[src/rtl/register_bank_sb.sv]
// Two-read/one-write register bank with a per-register busy scoreboard for multi-cycle destinations.
// Latency: reads, busy and rsv_ok are combinational; writes and reservations take effect at the next rising edge.
// Backpressure: rsv_ok low (register already busy, not being released) rejects a reservation; the requester holds rsv and retries.
// Optional feature: define REGBANK_BYPASS_EN to forward same-cycle write data to the read ports.

module register_bank_sb #(
   parameter int DATA_W   = 32,
   parameter int ADDR_W   = 5,
   parameter int ZERO_REG = 1
) (
   input  logic              clk,
   input  logic              reset,
   input  logic [ADDR_W-1:0] sr1,
   input  logic [ADDR_W-1:0] sr2,
   output logic [DATA_W-1:0] rData1,
   output logic [DATA_W-1:0] rData2,
   output logic              busy1,
   output logic              busy2,
   input  logic              write,
   input  logic [ADDR_W-1:0] dr,
   input  logic [DATA_W-1:0] wrData,
   input  logic              rsv,
   input  logic [ADDR_W-1:0] rsv_addr,
   output logic              rsv_ok,
   output logic [ADDR_W:0]   pend_count
);

   localparam int DEPTH = 1 << ADDR_W;
   localparam bit ZR    = (ZERO_REG != 0);

   logic [DATA_W-1:0] regs_q [DEPTH];
   logic [DATA_W-1:0] regs_d [DEPTH];
   logic [DEPTH-1:0]  busy_q;
   logic [DEPTH-1:0]  busy_d;

   logic wr_en;
   logic rsv_set;

   // Qualify write and reservation; register 0 is hardwired when ZR is set.
   always_comb begin
      wr_en   = write & ~(ZR & (dr == '0));
      // A register being released this cycle may be re-reserved immediately.
      rsv_ok  = rsv & (~busy_q[rsv_addr] | (write & (dr == rsv_addr)));
      rsv_set = rsv_ok & ~(ZR & (rsv_addr == '0));
   end

   // Next-state for storage and busy bits; reserve is applied last so it wins over a same-register release.
   always_comb begin
      regs_d = regs_q;
      busy_d = busy_q;
      if (wr_en) begin
         regs_d[dr] = wrData;
         busy_d[dr] = 1'b0;
      end
      if (rsv_set) begin
         busy_d[rsv_addr] = 1'b1;
      end
   end

   // State registers; synchronous reset overrides any concurrent write or reservation.
   always_ff @(posedge clk) begin
      if (reset) begin
         for (int i = 0; i < DEPTH; i++) begin
            regs_q[i] <= '0;
         end
         busy_q <= '0;
      end else begin
         regs_q <= regs_d;
         busy_q <= busy_d;
      end
   end

   // Read port 1: stored data, optionally forwarded from the in-flight write.
   always_comb begin
      rData1 = regs_q[sr1];
      busy1  = busy_q[sr1];
`ifdef REGBANK_BYPASS_EN
      if (wr_en && (dr == sr1)) begin
         rData1 = wrData;
         busy1  = 1'b0;
      end
`endif
      if (ZR && (sr1 == '0)) begin
         rData1 = '0;
         busy1  = 1'b0;
      end
   end

   // Read port 2: identical to port 1.
   always_comb begin
      rData2 = regs_q[sr2];
      busy2  = busy_q[sr2];
`ifdef REGBANK_BYPASS_EN
      if (wr_en && (dr == sr2)) begin
         rData2 = wrData;
         busy2  = 1'b0;
      end
`endif
      if (ZR && (sr2 == '0)) begin
         rData2 = '0;
         busy2  = 1'b0;
      end
   end

   // Number of outstanding reservations, from registered busy bits only.
   always_comb begin
      pend_count = '0;
      for (int i = 0; i < DEPTH; i++) begin
         pend_count = pend_count + (ADDR_W + 1)'(busy_q[i]);
      end
   end

endmodule

[config.mk]
export PLATFORM = sky130hd
export DESIGN_NAME = register_bank_sb
export DESIGN_NICKNAME = d
export VERILOG_FILES = /design/src/rtl/register_bank_sb.sv
export SDC_FILE = /design/constraint.sdc
export NUM_CORES = 2
export LEC_CHECK = 0
export ABC_AREA = 1
export CAP_MARGIN = 20
export CORE_MARGIN = 10
export CORE_UTILIZATION = 25
export DETAILED_ROUTE_END_ITERATION = 10
export GPL_TIMING_DRIVEN = 1
export HOLD_SLACK_MARGIN = 0.06
export PLACE_DENSITY = 0.45
export SLEW_MARGIN = 0
export SYNTH_ARGS = -nofsm -noshare
export SYNTH_HDL_FRONTEND = slang
export SYNTH_SLANG_ARGS = --single-unit
[constraint.sdc]
create_clock -name clk -period 5.8 [get_ports clk]
set_clock_uncertainty 0.1 [all_clocks]
set_input_delay 1.16 -clock clk [delete_from_list [all_inputs] [get_ports clk]]
set_output_delay 1.16 -clock clk [all_outputs]
set_load 0.1 [all_outputs]
==> flow_metrics.py <==
metrics = {
    "critical_path": {
        "critPathMaxStageDelay_ps": 600,
        "cp_cell_sequence": "inv_2 -> fa_1 -> fa_2 -> fa_2 -> fa_1 -> fa_1 -> fa_1 -> inv_2 -> ha_4 -> fa_2 -> a21oi_2 -> nor2_1 -> nor2_2 -> xnor2_4 -> buf_12",
        "cpLargestDelayFamily": "adder cells",
        "crit_type": "reg -> out",
        "cp_common_cell": "fa_1",
        "crit_path_start_kind": "register",
        "required_ps": 4540,
        "crit_buf_inv": 3,
        "arrival_ps": 5510,
        "worstPathMaxFanout": 2,
        "cpMaxStageDelayCell": "fa_1",
        "endpoint_kind": "output pin",
    },
    "logic_synthesis": {
        "synth_area_per_cell_sq_um": 6.60,
        "syn-instance-count": 8697,
        "yosysMostFrequentCell": "nand2_1",
        "synth-seq-area-share": 0.368,
        "synth_top_area_frac": 0.368,
        "synth_seq_cells": 1056,
        "synth_area_sq_um": 57400,
        "synth_top_area_cell": "dfxtp_1",
        "synth_nets": 8784,
        "synth_cell_types": 39,
        "ys.flop_type": "dfxtp_1",
        "synthTopCellsByArea": "dfxtp_1 37%, nand2_1 13%, o21ai_0 10%, a21oi_1 9.7%, nor2_1 7.4%",
        "synth_edf_count": 0,
        "synthTopCellsByCount": "2039 x nand2_1, 1153 x o21ai_0, 1135 x nor2_1, 1111 x a21oi_1, 1056 x dfxtp_1",
        "ys_warn_count": 0,
        "async_flop_share": 0,
    },
    "placed_design": {
        "dpl_cell_area_sq_um": 63000,
        "gp_congestion": 0.856,
        "pre_cts_ws_ps": -199,
        "placedCellCount": 11300,
        "hpwl_microns": 175000,
        "port_buffers": 128,
    },
    "power": {
        "p_int_uw": 13200,
        "switching_power_uw": 5930,
        "power.share.sequential": 0.385,
        "p_per_area_nw_per_um2": 283,
        "leakagePower_uw": 0.0224,
        "p_comb_frac": 0.165,
        "swShare": 0.310,
        "ir_worst_vdd_mv": 0.177,
        "pwr-share-clk": 0.450,
    },
    "cells_and_area": {
        "fill_cells": 24400,
        "nets": 8530,
        "area_growth_pct": 17.6,
        "multiInputGateArea_sq_um": 31500,
        "design_area_sq_um": 67500,
        "fin_util": 0.296,
        "layout.cells.non_filler": 11600,
        "seq_area_sq_um": 21100,
        "drive_above_1_share": 0.0997,
    },
    "detailed_routing": {
        "via_per_inst": 5.50,
        "drc_errors": 0,
        "drtPass1Iterations": 8,
        "post_drt_wl_per_cell_microns": 26.3,
        "drt_iter0_drc": 8672,
        "postRouteAntennaNets": 0,
        "vias": 63600,
        "drt_wl_total_microns": 304000,
    },
    "timing": {
        "layout_setup_ws_ps": -967,
        "setup_tns_ps": -4120,
        "finalMaxSlewViolations": 0,
        "fmax_ghz": 0.148,
        "rsz0062_at_grt": "true",
        "relSlewSlack": 0.178,
        "tightest_slew_ps": 1230,
        "finalHoldViolations": 0,
        "finalSetupViolCount": 6,
        "finalCritPeriodShare": 1.17,
        "min_period_ps": 6770,
    },
    "clocking": {
        "clkTransAtPathRegs_ps": 50,
        "cts_max_level": 4,
        "numCtsBuffers": 136,
        "root_buffer": "clkbuf_16",
        "hold_buffers": 0,
        "clockBufferDepth": 3,
        "cts_tree": "yes",
        "clock_sinks": 1056,
        "clock_latency_ps": 790,
    },
    "hold_path": {
        "holdCritPathClass": "reg -> reg",
    },
    "die": {
        "core-area_sq_um": 228000,
        "chipHeight_microns": 499,
        "std_cell_rows": 175,
        "die_w_microns": 499,
        "initial_core_util": 0.252,
        "dieArea_sq_um": 249000,
        "ios": 129,
    },
    "grt": {
        "grt_antenna_before_repair": 7,
        "grt_max_degree": 140,
        "overflow": 0,
        "grt_pass1_vias": 58100,
        "grt_pass1_wl_microns": 430000,
        "track_usage": 0.230,
    },
    "run_status": {
        "status": "complete, but fails checks",
        "violations": "negative setup slack",
    },
    "run": {
        "maxCapViolCount": 0,
    },
}
-- cell usage in the layout (no fill, tap or decap), drive strengths merged --
cell | netlist | final
nand2 | 2039 | 2039
o21ai | 1170 | 1170
nor2 | 1165 | 1165
a21oi | 1111 | 1111
dfxtp | 1056 | 1056
buf | 332 | 424
inv | 315 | 319
clkbuf | 528 | 211
nand3 | 204 | 204
o221ai | 195 | 195
a211oi | 176 | 176
o211ai | 121 | 121
o22ai | 120 | 120
a31oi | 48 | 48
nand4 | 45 | 45
clkdlybuf4s50 | 0 | 44
fa | 24 | 24
clkinv | 3 | 23
nor3 | 20 | 20
and3 | 7 | 7
ha | 7 | 7
diode | 0 | 3
xor2 | 2 | 2
o31ai | 2 | 2
a221oi | 2 | 2
clkinvlp | 0 | 2
xnor2 | 2 | 2
o21a | 1 | 1
a21boi | 1 | 1
o211a | 1 | 1
bufinv | 0 | 1
-- what timing repair did --
action                     CTS  global route
setup endpoints to repair    6             6
gates cloned                 0             0
pin swaps                   14             7
resized for setup           10             5
hold endpoints to repair     0             0
buffers inserted             2             4
-- kinds of logic after synthesis --
family | count (synthesis) | share of synthesized area
fa+ha+maj | 31 | 0.00989
buf+inv | 1178 | 0.0872
flops | 1056 | 0.368
compound gates | 2948 | 0.295
simple gates | 3480 | 0.239
xor+xnor | 4 | 0.000610
-- flip-flops by register name (all words and copies together) (netlist names) --
| signal | flops |
|---|---|
| regs_q | 1024 |
| busy_q | 32 |
-- per-layer routing --
layer | global-route usage | vias up | routed length (microns)
met2 | 0.361 | 3508 | 134000
li1 | - | 28900 | -
met3 | 0.0376 | 684 | 26300
met1 | 0.307 | 30500 | 128000
met5 | 0 | - | 0
met4 | 0.109 | 0 | 15800
-- power by group through the flow --
stage                     clock, uW  sequential [uW]  combinational, uW
after floorplan                   0             7500               1760
after global placement            0             7510               3110
after detailed placement          0             7510               3110
after CTS                      8710             7350               3120
after global routing           8980             7360               3300
final                          8590             7350               3160
-- path summary, 6_finish.rpt --
check	start	to	slack, ps	cells past startpoint
setup / recovery	busy_q[27]	pend_count[4]	-970	15
hold / removal	regs_q[1013]	regs_q[1013]	350	2
setup reg to reg	busy_q[9]	busy_q[13]	3820	13
hold reg to reg	regs_q[1013]	regs_q[1013]	350	2
-- per-stage QoR --
stage          total power (uW)  hold slack [ps]
2_1_floorplan              9260              317
3_3_place_gp              10600              327
5_1_grt                   19600              361
3_5_place_dp              10600              332
6_report                  19100              346
4_1_cts                   19200              343
-- worst min-delay path: cells and delay by family, from the launching register on --
family                 cells  cell delay, ps
DFF                        1             300
buffers and inverters      1              60
and+or+nand+nor            1              40
-- area by class of cell --
class,instances,share of cell area
clock buffers,211,0.0621
diodes,3,0.000111
repair buffers,468,0.0811
multi-input cells,6463,0.466
inverters,318,0.0184
flip-flops and latches,1056,0.313
well taps,3009,0.0558
clock inverters,27,0.00317
Note: power is estimated with default switching activity, not from simulation.
